===== src/rtl/beat_sequencer.sv =====
// beat_sequencer: chart-driven beat/note sequencer that tallies detector hits and misses per beat
// Ports: clk, rst (sync, active-high); start/abort control; chart latched on accepted start;
//        hit from the detector; tick_out beat pulse, should_hit note window, beat_idx,
//        playing/done status, hit_cnt/miss_cnt saturating tallies.
module beat_sequencer #(
   parameter int TICK_DIV  = 1_000_000,
   parameter int CNT_W     = 20,
   parameter int WINDOW    = 250_000,
   parameter int CHART_LEN = 32,
   parameter int IDX_W     = 5
) (
   input  logic                 clk,
   input  logic                 rst,
   input  logic                 start,
   input  logic                 abort,
   input  logic [CHART_LEN-1:0] chart,
   input  logic                 hit,
   output logic                 tick_out,
   output logic                 should_hit,
   output logic [IDX_W-1:0]     beat_idx,
   output logic                 playing,
   output logic                 done,
   output logic [7:0]           hit_cnt,
   output logic [7:0]           miss_cnt
);
   typedef enum logic [1:0] {IDLE, PLAY, DONE} state_t;
   state_t state, state_d;
   logic [CNT_W-1:0] div_cnt;
   logic [CHART_LEN-1:0] chart_q, chart_sh;
   logic note, beat_end, last_beat;
   assign chart_sh  = chart_q >> beat_idx;
   assign note      = chart_sh[0];
   assign beat_end  = div_cnt == CNT_W'(TICK_DIV - 1);
   assign last_beat = beat_idx == IDX_W'(CHART_LEN - 1);
   always_comb begin
      state_d = (state == PLAY) ? (abort ? IDLE : (beat_end && last_beat) ? DONE : PLAY)
                                : (start ? PLAY : state);
   end
   always_ff @(posedge clk) begin
      if (rst) begin
         state    <= IDLE;
         div_cnt  <= '0;
         beat_idx <= '0;
         chart_q  <= '0;
         hit_cnt  <= '0;
         miss_cnt <= '0;
      end else begin
         state <= state_d;
         if (state != PLAY && start) begin
            chart_q  <= chart;
            div_cnt  <= '0;
            beat_idx <= '0;
            hit_cnt  <= '0;
            miss_cnt <= '0;
         end else if (state == PLAY && !abort) begin
            div_cnt <= beat_end ? '0 : div_cnt + 1'b1;
            if (beat_end) begin
               if (note && hit)  hit_cnt  <= hit_cnt + {7'd0, hit_cnt != 8'hFF};
               if (note && !hit) miss_cnt <= miss_cnt + {7'd0, miss_cnt != 8'hFF};
               if (!last_beat)   beat_idx <= beat_idx + 1'b1;
            end
         end
      end
   end
   // div_cnt restarts at 0 on every beat entry, so the beat pulse is a pure decode
   assign tick_out   = state == PLAY && div_cnt == '0;
   assign should_hit = state == PLAY && note && ({1'b0, div_cnt} < (CNT_W + 1)'(WINDOW));
   assign playing    = state == PLAY;
   assign done       = state == DONE;
endmodule


===== config.mk =====
export PLATFORM = sky130hd
export DESIGN_NAME = beat_sequencer
export DESIGN_NICKNAME = d
export VERILOG_FILES = /design/src/rtl/beat_sequencer.sv
export SDC_FILE = /design/constraint.sdc
export NUM_CORES = 1
export LEC_CHECK = 0
export CORE_MARGIN = 5
export CORE_UTILIZATION = 48
export CTS_CLUSTER_SIZE = 20
export DETAILED_ROUTE_END_ITERATION = 16
export PLACE_DENSITY = 0.78
export SETUP_SLACK_MARGIN = 0.02
export SYNTH_ARGS = -nofsm -noshare
export SYNTH_HDL_FRONTEND = slang
export SYNTH_SLANG_ARGS = --single-unit

===== constraint.sdc =====
create_clock -name clk -period 2.2 [get_ports clk]
set_input_delay 0.33 -clock clk [delete_from_list [all_inputs] [get_ports clk]]
set_output_delay 0.33 -clock clk [all_outputs]
set_load 0.05 [all_outputs]

-- Word-level counts from Yosys, hierarchy flattened
Index checks and enable logic that the tools add are counted.
- bitwise operators: 1
- mux-type cells: 5
- shift operators: 1
- $lt $le $gt $ge: 1
- equal/unequal tests: 7
- $add $sub $neg: 4
- reductions and logical operators: 16
- operator list (kind ; number):
    32-bit by 5-bit >> shifter with 1-bit output ; 1
    20-bit by 1-bit adder with 20-bit output (second input constant) ; 1
    20-bit equality test (second input constant) ; 1
    20-bit logical NOT ; 1
    20-bit by 18-bit less-than comparator with 1-bit output (second input constant) ; 1
    20-bit 2-to-1 mux ; 1
    8-bit by 1-bit adder with 8-bit output ; 2
    8-bit inequality test (second input constant) ; 2
    3-bit AND reduction ; 3
    1-bit logical AND ; 8
    2-bit 2-to-1 mux ; 4
    5-bit by 1-bit adder with 5-bit output (second input constant) ; 1
    5-bit equality test (second input constant) ; 1
    2-bit by 1-bit equality test with 1-bit output (second input constant) ; 1
    2-bit equality test (second input constant) ; 1
    1-bit logical NOT ; 2
    2-bit by 1-bit inequality test with 1-bit output (second input constant) ; 1
    2-bit nonzero test ; 1
    2-bit OR reduction ; 1
    1-bit inverter ; 1
- register bits: 75
- output and inout bits: 25
- bits of input ports: 37
- word-level logic and storage cells: 41

-- Longest topological paths before layout
- depth after elaboration: 5
- gate-level depth with buffers: 9
- depth with buffers taken out: 8

-- Worst setup path before layout
No wires, ideal clock.
- path kind: reg-to-output
- from: register beat_idx[0]
- to: output port should_hit
- path buffers: 2
- data required time: 1.870 ns
- data arrival time: 2.585 ns
- cell stages (with the launch flop): 7
- slack: -0.715 ns
- cells stage by stage: dfxtp_1 -> buf_6 -> mux2i_1 -> or3_1 -> a311o_1 -> buf_6 -> a21oi_1
- cells in the longest elaborated chain, start to end: 3
- ends and longest elaborated chain (what ; line ; source):
    start, declared ; 20 ; output logic [IDX_W-1:0] beat_idx,
    start signal, assigned ; 60 ; if (!last_beat) beat_idx <= beat_idx + 1'b1;
    32-bit by 5-bit >> shifter with 1-bit output ; 31 ; assign chart_sh = chart_q >> beat_idx;
    1-bit logical AND (2 in series) ; 67 ; assign should_hit = state == PLAY && note && ({1'b0, div_cnt} < (CNT_W + 1)'(WINDOW));
    end, declared ; 19 ; output logic should_hit,
Every way passes these cells.

-- Worst setup path after layout
Same ends and word-level chain as after synthesis.

==> reports/results.tsv <==
metric	value	unit
startpoint_type	flop	
synthesis.nets	461	
internal_power	2.12	mW
numCtsBuffers	9	
synth_mux_area_share	7.97	%
fin_skew	0.0120	ns
synth_seq_cells	75	
post-place-cells	582	
yosysMostFrequentCell	nand2_1	
cts_buffer_depth	2	
ys_types	51	
fp.dieH	97.3	um
synthTopCellsByCount	nand2_1, dfxtp_1, nor2_1	
fin_crit_sh	110	%
place_ws	-0.0219	ns
cp_cell_sequence	buf_4, mux4_2, a22oi_2, a311o_2, buf_6, a21oi_4, buf_6	
hold_class	reg -> reg	
seqPwrFrac	50.3	%
max-slew-margin-rel	64.7	%
grt.total_usage	19.3	%
rows	31	
p_leak	1.84	nW
netlist_instances	416	
place_congestion	0.904	
diodes	0	
slowest_delay	0.39	ns
first_iter_violations	163	
first_global_vias	3254	
syn_area_per_cell	8.79	um2
synth-main-ff-cell	dfxtp_1	
clock_power_share	39.8	%
worst_setup_path_end_kind	output pin	
ir_drop	390	uV
synthArstFlopShare	0	%
power_density	561	nW/um2
antenna_found_initial	0	
tritoncts	yes	
clk_root_buffer_cell	clkbuf_8	
worst_pin_slew	0.528	ns
setup_viol	17	
slowest_stage	a311o_2	
dr.pass1.iters	4	
finalWorstSetupSlack	-0.225	ns
synth-xor-area-share	6.71	%
synth_edf_count	0	
synth.largest_area_cell	dfxtp_1	
slew_viol_final	0	
syn_area	3660	um2
syn_to_final_growth	36.7	%
start_util	49.9	%
cp_common_cell	buf_6	
final_nets	555	
violations	negative setup slack	
synth-compound-area-share	11.3	%
maxCapViolCount	0	
ys_seq_area_share	41.1	%
synth_top_family_by_area	simple AND/OR/NAND/NOR gates	
routed_wl	9220	um
min_period	2.43	ns
portBuffers	61	
crit_fanout	6	
grt.overflow.total	0	
yosys.area_share.simple	25.9	%
yosysWarnings	0	
status	finished, violations left	
dp.final_hpwl	6070	um
die_x	97.3	um
grt_pass1_wl	15300	um
final_cell_count_no_fill	614	
switching_share	24.3	%
cts.reportedPaths.clkPinSlew	0.08	ns
insertion_delay	0.35	ns
synth_fa_ha_area_share	2.74	%
ioPinCount	62	
hold_viol_final	0	
p_comb_share	9.9	%
synth_top_area_share	41.1	%
drc	0	
cts_max_level	3	
rsz0062_at_grt	yes	
synth_area_leaders	dfxtp_1, nand2_1, a21oi_1	
arrival	2.10	ns
critPathRequiredTime	1.87	ns
antenna_left	0	
clock-sinks	75	
fp.coreArea	7330	um2
nFillCells	523	
avgViaCountPerCell	5.40	
dieArea	9460	um2
wl_per_cell	15.0	um
num_vias	3315	
fmax	0.412	GHz
grt_max_degree	35	
p_switching	682	uW
path_class	reg -> out	
drive_gt1_share	20.2	%
area by class of cell:
cell class | instances | area, um2 | share of cell area, %
Multi-Input combinational cell | 312 | 2110 | 42.3
Sequential cell | 75 | 1520 | 30.3
Timing Repair Buffer | 105 | 1000 | 20.0
Clock buffer | 10 | 149 | 2.98
Tap cell | 99 | 124 | 2.48
Clock inverter | 6 | 62.6 | 1.25
Inverter | 7 | 31.3 | 0.626
placed cells by master, fill, tap and decap left out, types with 4 or more instances in the layout:
master / instances
nand2_1: 86
dfxtp_1: 69
clkdlybuf4s50_1: 59
nor2_1: 44
a21oi_1: 37
buf_4: 36
xnor2_1: 16
nand3_1: 12
xor2_1: 12
nand4_1: 11
mux2i_1: 10
clkbuf_8: 9
ha_1: 7
buf_6: 7
and3_1: 6
and4_1: 5
inv_1: 5
nor3_1: 5
nand2b_1: 4
or3_1: 4
path summary, 6_finish.rpt:
path | start | endpoint | slack (ns) | cells after the start
hold reg to reg | chart_q[3] | chart_q[3] | 0.46 | 2
setup / recovery | beat_idx[0] | should_hit | -0.23 | 7
setup reg to reg | beat_idx[0] | miss_cnt[5] | -0.21 | 10
hold / removal | chart_q[3] | chart_q[3] | 0.46 | 2
power groups by stage:
stage | registers (mW) | logic (mW) | clock network [mW]
after global routing | 1.41 | 0.305 | 1.18
after global placement | 1.44 | 0.252 | 0
after floorplan | 1.43 | 0.144 | 0
after CTS | 1.41 | 0.270 | 1.12
after detailed placement | 1.44 | 0.257 | 0
final | 1.41 | 0.279 | 1.12
stage by stage:
step	setup TNS (ns)	hold slack (ns)	area (um2)	power (mW)	util, %
6_report	-1.84	0.456	5000	2.80	68.2
3_3_place_gp	0	0.441	4520	1.69	61.6
5_1_grt	-3.47	0.471	5000	2.90	68.2
4_1_cts	-0.882	0.453	4910	2.80	67.0
3_5_place_dp	-0.0321	0.443	4520	1.70	61.6
2_1_floorplan	0	0.429	3690	1.58	-
logic make-up (layout without fill, tap and decap cells):
group,count (synthesis),count (layout)
fa+ha+maj,8,8
compound gates,61,61
buf+inv,29,128
flops,75,75
simple gates,196,196
xor+xnor,28,28
mux,19,19
registers in the layout, indices dropped and copies added (netlist names):
register and flops:
div_cnt 20, hit_cnt 8, state 2, miss_cnt 8, chart_q 32, beat_idx 5
critical path: cells and delay by family (launching register included):
family / cells / cell delay, ns
buffers and inverters: 3 / 0.45
muxes: 1 / 0.33
DFF: 1 / 0.37
AOI/OAI and AO/OA: 3 / 0.61
what timing repair did:
action                                  CTS  global route
cloned                                    0             0
gates resized for setup                  29             8
endpoints found under the setup margin    3            21
hold buffers                              0             0
pin swaps                                12             9
setup buffers                            11             5
endpoints found under the hold margin     0             0
per-layer routing:
metal / GRT usage [%] / vias up / share of wire, %
li1: - / 1626 / -
met1: 23.6 / 1575 / 43
met2: 32.1 / 100 / 49
met3: 4.88 / 14 / 6.3
met4: 8.09 / 0 / 1.7
met5: 0 / - / 0
(Power assumes the default switching activity.)
